### src/rtl/alu_pkg.sv
// -----------------------------------------------------------------------------
// alu_pkg
// Shared definitions for the execute-stage ALU: opcode width and the opcode
// encodings understood by alu_comb. Imported by the ALU datapath and by any
// decoder or control unit that issues ALU operations.
// -----------------------------------------------------------------------------
package alu_pkg;

    localparam int ALU_OP_W = 4;

    localparam logic [ALU_OP_W-1:0] ALU_ADD  = 4'b0000;
    localparam logic [ALU_OP_W-1:0] ALU_SUB  = 4'b0001;
    localparam logic [ALU_OP_W-1:0] ALU_AND  = 4'b0010;
    localparam logic [ALU_OP_W-1:0] ALU_OR   = 4'b0011;
    localparam logic [ALU_OP_W-1:0] ALU_SLL  = 4'b0100;
    localparam logic [ALU_OP_W-1:0] ALU_SRL  = 4'b0101;
    localparam logic [ALU_OP_W-1:0] ALU_SRA  = 4'b0110;
    localparam logic [ALU_OP_W-1:0] ALU_SLTU = 4'b0111;
    localparam logic [ALU_OP_W-1:0] ALU_SLT  = 4'b1000;
    localparam logic [ALU_OP_W-1:0] ALU_XOR  = 4'b1001;

endpackage

### src/rtl/alu_comb.sv
// -----------------------------------------------------------------------------
// alu_comb
// Purely combinational ALU operation mux.
//
// Ports:
//   a           in   WIDTH     operand A (rs1)
//   b           in   WIDTH     operand B (rs2 or immediate)
//   operation   in   ALU_OP_W  opcode from alu_pkg
//   next_result out  WIDTH     result of the selected operation
// -----------------------------------------------------------------------------
module alu_comb
    import alu_pkg::*;
#(
    parameter int WIDTH = 32
) (
    input  logic [WIDTH-1:0]    a,
    input  logic [WIDTH-1:0]    b,
    input  logic [ALU_OP_W-1:0] operation,
    output logic [WIDTH-1:0]    next_result
);

    localparam int SHAMT_W = $clog2(WIDTH);

    // Only the low bits of b form the shift amount; larger amounts wrap.
    logic        [SHAMT_W-1:0] shamt;
    logic signed [WIDTH-1:0]   a_s;
    logic signed [WIDTH-1:0]   b_s;
    logic                      lt_unsigned;
    logic                      lt_signed;

    assign shamt       = b[SHAMT_W-1:0];
    assign a_s         = a;
    assign b_s         = b;
    assign lt_unsigned = (a < b);
    assign lt_signed   = (a_s < b_s);

    always_comb begin
        next_result = '0;
        case (operation)
            ALU_ADD:  next_result = a + b;
            ALU_SUB:  next_result = a - b;
            ALU_AND:  next_result = a & b;
            ALU_OR:   next_result = a | b;
            ALU_SLL:  next_result = a << shamt;
            ALU_SRL:  next_result = a >> shamt;
            ALU_SRA:  next_result = a_s >>> shamt;
            ALU_SLTU: next_result = {{(WIDTH-1){1'b0}}, lt_unsigned};
            ALU_SLT:  next_result = {{(WIDTH-1){1'b0}}, lt_signed};
            ALU_XOR:  next_result = a ^ b;
            // Reserved opcodes produce zero.
            default:  next_result = '0;
        endcase
    end

endmodule

### src/rtl/alu_core.sv
// -----------------------------------------------------------------------------
// alu_core
// Registered integer ALU for the execute stage. One-cycle latency, one
// operation per cycle, no backpressure.
//
// Ports:
//   clk        in   1         clock, rising edge
//   rst        in   1         asynchronous active-high reset
//   in_valid   in   1         operands and opcode valid this cycle
//   a          in   WIDTH     operand A (rs1)
//   b          in   WIDTH     operand B (rs2 or immediate)
//   operation  in   4         opcode (see alu_pkg)
//   result     out  WIDTH     registered ALU result
//   out_valid  out  1         in_valid delayed by one cycle
//   zero       out  1         registered flag, captured result equals 0
// -----------------------------------------------------------------------------
module alu_core
    import alu_pkg::*;
#(
    parameter int WIDTH = 32
) (
    input  logic                clk,
    input  logic                rst,
    input  logic                in_valid,
    input  logic [WIDTH-1:0]    a,
    input  logic [WIDTH-1:0]    b,
    input  logic [ALU_OP_W-1:0] operation,
    output logic [WIDTH-1:0]    result,
    output logic                out_valid,
    output logic                zero
);

    logic [WIDTH-1:0] next_result;

    logic [WIDTH-1:0] result_d;
    logic [WIDTH-1:0] result_q;
    logic             zero_d;
    logic             zero_q;
    logic             valid_d;
    logic             valid_q;

    alu_comb #(
        .WIDTH (WIDTH)
    ) u_alu_comb (
        .a           (a),
        .b           (b),
        .operation   (operation),
        .next_result (next_result)
    );

    // Result and zero only update on a valid operation; otherwise they hold.
    always_comb begin
        result_d = result_q;
        zero_d   = zero_q;
        valid_d  = in_valid;
        if (in_valid) begin
            result_d = next_result;
            zero_d   = (next_result == '0);
        end
    end

    // Output register stage
    always_ff @(posedge clk or posedge rst) begin
        if (rst) begin
            result_q <= '0;
            zero_q   <= 1'b0;
            valid_q  <= 1'b0;
        end else begin
            result_q <= result_d;
            zero_q   <= zero_d;
            valid_q  <= valid_d;
        end
    end

    assign result    = result_q;
    assign zero      = zero_q;
    assign out_valid = valid_q;

endmodule

### config.mk
export PLATFORM = sky130hd
export DESIGN_NAME = alu_core
export DESIGN_NICKNAME = d
export VERILOG_FILES = /design/src/rtl/alu_pkg.sv /design/src/rtl/alu_comb.sv /design/src/rtl/alu_core.sv
export SDC_FILE = /design/constraint.sdc
export NUM_CORES = 1
export LEC_CHECK = 0
export CAP_MARGIN = 0
export CORE_UTILIZATION = 60
export CTS_CLUSTER_DIAMETER = 150
export CTS_CLUSTER_SIZE = 20
export DETAILED_ROUTE_END_ITERATION = 6
export PLACE_DENSITY = 0.81
export SYNTH_ARGS = -nofsm -noshare
export SYNTH_HDL_FRONTEND = slang
export SYNTH_SLANG_ARGS = --single-unit
### constraint.sdc
create_clock -name clk -period 1.1 [get_ports clk]
set_input_delay 0.275 -clock clk [delete_from_list [all_inputs] [get_ports clk]]
set_output_delay 0.275 -clock clk [all_outputs]
set_load 0.03 [all_outputs]
==> impl_metrics.yaml, run 1 <==
clocking:
  cts_resized: 690
  clockBufferDepth: 2
  cts_root_buf: "clkbuf_16"
  cts.sinks: 34
  cts_made_buffers: 5
  postCtsHoldBufs: 0
  cts_setup_buffers: 184
  htree_num_levels: 2
placement:
  gp_routability_congestion: 1.29
  dp_hpwl_um: 52600
  pre_cts_ws_ns: -3.52
  dp_cells: 2413
  place.port_buffers: 104
synthesis:
  yosys_warnings: 0
  syn_area_um2: 11600
  async_flop_share_pct: 100
  synth_edf_count: 0
  synth_ff_type: "dfrtp_1"
  synth.area.top_cells: "ha_1 (11%), mux4_2 (9.3%), dfrtp_1 (7.3%), a21oi_1 (6.2%), mux2i_1 (5.1%)"
  syn_nets: 1754
  synth.top_cells.by_count: "nand2_1 (145), nor2_1 (145), a21oi_1 (144)"
  yosysTopAreaCellShare_pct: 10.6
  syn_avg_cell_area_um2: 7.34
  yosysSeqAreaShare_pct: 7.32
  synth.distinct_cells: 97
  yosysTopAreaCell: "ha_1"
  ys_ff_latch: 34
  syn_inst: 1583
floorplanning:
  die_y_um: 141
  initial_core_util_pct: 61.7
  rows: 50
  ioPinCount: 105
  dieWidth_um: 141
outcome:
  first-error: "[ERROR DPL-0038] Utilization greater than 100%, impossible to legalize"
  outcome: "stopped before the end"
  stop_stage: "clock tree synthesis"
-- cells by family after synthesis --
| kind of cell | Yosys count | synth area share (%) |
|---|---|---|
| AOI/OAI and AO/OA | 538 | 31.4 |
| and+or+nand+nor | 517 | 21.7 |
| buffers and inverters | 238 | 8.88 |
| muxes | 145 | 19.0 |
| adders and majority gates | 100 | 10.9 |
| DFF | 34 | 7.32 |
| xor gates and xnor gates | 11 | 0.829 |
-- stage by stage --
step                      instance area (um2)  util [%]  TNS, ns
after detailed placement                17300      92.0   -83.81
after global placement                  17300      92.0   -77.14
after floorplan                         12100         -   -56.27
==> inputs of run 2 (changes only) <==
- CORE_UTILIZATION: 60 -> 40
- CTS_CLUSTER_DIAMETER: 150 -> not set
- CTS_CLUSTER_SIZE: 20 -> not set
- PLACE_DENSITY: 0.81 -> not set
- PLACE_DENSITY_LB_ADDON: not set -> 0.15
==> impl_metrics.yaml, run 2 <==
outcome:
  outcome: "finished with violations"
  failed_checks: "design-rule violations, negative setup slack"
power_and_ir_drop:
  power_density_nw_per_um2: 691
  p_leak_nw: 9.91
  ir_drop_mv: 0.603
layout:
  final_cells: 2772
  drive_above_1_share_pct: 58.7
  multi_input_area_um2: 12200
  final_cell_mix: "buf_4 (689), buf_6 (145), nand2_1 (130)"
  fillers: 1925
  final_nets: 2557
  synthToLayoutAreaGrowth_pct: 92.6
  largest_reg_flops: 32
  layout_commonest_cell: "buf_4"
  regArea_um2: 851
routing:
  wl_met3_um: 8680
  drt_iter0_drc: 2209
  top_layer_used: "met4"
  vias_per_cell: 6.53
  dr.pass1.iters: 7
  met1_length_um: 26900
  wl_per_cell_um: 26.8
  wl_met2_um: 32400
  routed_wl_um: 74400
  ant_nets: 0
  drc: 10
  vias: 18100
floorplanning:
  core-area_um2: 28600
  dieWidth_um: 172
  rows: 62
  ioPinCount: 105
  die_y_um: 172
  initial_core_util_pct: 40.6
  die-area_um2: 29700
global_route:
  grt_usage_pct: 46.1
  antenna_found_initial: 2
  grt_pass1_vias: 17000
  grt_overflow_total: 0
  grt_max_degree: 59
  grt_pass1_wl_um: 102000
synthesis:
  syn_avg_cell_area_um2: 7.34
  synth.top_cells.by_count: "nand2_1 (145), nor2_1 (145), a21oi_1 (144)"
  async_flop_share_pct: 100
  synth.area.top_cells: "ha_1 (11%), mux4_2 (9.3%), dfrtp_1 (7.3%), a21oi_1 (6.2%), mux2i_1 (5.1%)"
  synth_ff_type: "dfrtp_1"
  yosysTopAreaCell: "ha_1"
  synth.distinct_cells: 97
  ys_ff_latch: 34
  syn_inst: 1583
  yosys_warnings: 0
  yosysSeqAreaShare_pct: 7.32
  yosysTopAreaCellShare_pct: 10.6
  syn_nets: 1754
  synth_edf_count: 0
  syn_area_um2: 11600
timing:
  timing.final.hold_violations: 0
  finalSetupViolations: 53
  rsz0062_at_grt: "yes"
  whs_ns: 0.357
  slew_headroom_pct: 51.0
  fin_crit_sh_pct: 341
  max_slew.worst_pin.slew_ns: 0.732
  fin_skew_ns: 0
  finalWorstSetupSlack_ns: -2.65
  fin_crit_ns: 3.75
  fmax_mhz: 266
  finalMaxSlewViolations: 0
setup_path:
  critPathBufInv: 8
  end_kind: "flip-flop"
  arrival_ns: 3.97
  r2r_slack_ns: 0.25
  cp_top_family: "simple AND/OR/NAND/NOR gates"
  worstPathCellList: "buf_12 > buf_16 > buf_6 > buf_12 > buf_8 > buf_6 > buf_6 > mux2i_1 > buf_4 > nand2_2 > a21oi_2 > a21oi_2 > o211ai_1 > o41ai_2 > nor4_2 > and4_1 > nand4_1 > or4_4 > o2bb2ai_2"
  crit_fanout: 7
  crit_required_ns: 1.32
  startpoint_type: "primary input"
  critPathSlowestCell: "o211ai_1"
  criticalPathCategory: "in -> reg"
  worstRegToRegCells: 2
  cp_num_cells: 19
  path_common_cell: "buf_6"
  crit_path_max_incr_delay_ns: 0.54
worst_hold_path:
  worstHoldPathType: "in -> async"
placement:
  gp_routability_congestion: 1.07
  dp_cells: 2581
  dp_hpwl_um: 52300
  place.port_buffers: 104
clocking:
  cts.clk_slew.worst_paths_ns: 0.06
  cts_root_buf: "clkbuf_16"
  htree_num_levels: 2
  clk_latency_ns: 0.29
  cts_tree: "done"
  postCtsHoldBufs: 0
  cts.sinks: 34
  clockBufferDepth: 2
  cts_made_buffers: 5
job:
  maxCapViolations: 0
## run 2: cell counts after synthesis
Identical to the previous run, type by type.
## run 2: final cells by class
cell class / instances / share of cell area, %
Sequential cell: 34 / 3.80
Inverter: 99 / 1.88
Clock buffer: 7 / 0.637
Tap cell: 384 / 2.15
Clock inverter: 1 / 0.0224
Multi-Input combinational cell: 1311 / 54.7
Antenna cell: 1 / 0.0112
Timing Repair Buffer: 935 / 36.8
## run 2: logic make-up (layout without fill, tap and decap cells)
logic type | after synthesis | after routing | synth area share [%]
AOI/OAI and AO/OA | 538 | 538 | 31.4
and+or+nand+nor | 517 | 517 | 21.7
buffers and inverters | 238 | 1042 | 8.88
muxes | 145 | 145 | 19.0
adders and majority gates | 100 | 100 | 10.9
DFF | 34 | 34 | 7.32
xor gates and xnor gates | 11 | 11 | 0.829
other | 0 | 1 | 0
## run 2: per-stage QoR
stage                     worst slack [ns]  utilization, %  area [um2]  TNS, ns  total power [mW]
after floorplan                      -2.53               -       12100   -56.27              6.03
after global placement               -3.44            62.3       17800   -82.14              10.7
after detailed placement             -3.47            62.3       17800   -83.09              10.7
after CTS                            -2.47            74.4       21300   -55.06              14.1
final                                -2.65            78.2       22400   -59.29              15.5
after global routing                 -2.69            78.2       22400   -61.13              16.0
## run 2: worst paths after layout
path / start / end
max: b[0] / zero
min: rst / result[30]
max reg2reg: result[1] / result[1]
min reg2reg: result[30] / result[30]
max in group asynchronous: rst / result[15]
min in group clk: result[30] / result[30]
## run 2: worst reg2reg max path, cell delays in order (launching register included)
cell and delay, ns:
dfrtp_1 0.41, buf_4 0.14, o21a_1 0.18
## run 2: repair_timing
action	in CTS	in global routing
buffers inserted	132	74
resized for setup	675	184
cloned	8	1
endpoints found under the hold margin	0	0
pin swaps	178	117
setup endpoints to repair	66	67
## run 2: per-layer routing
metal,vias to the layer above,global-route usage (%)
li1,7648,-
met1,8597,55.9
met2,1429,72.9
met3,433,11.7
met4,0,28.7
met5,-,0
## run 2: report_power, final
group,internal [mW],switching (mW),leakage [nW]
sequential,1.43,0.139,0.404
clock,0.899,0.583,0.0739
combinational,6.05,6.39,9.44
(Power assumes the default switching activity.)
==> inputs of run 3 (changes only) <==
- CAP_MARGIN: 0 -> not set
==> results of run 3 <==
No change in the layout: final DEF, timing and power equal those of run 2.
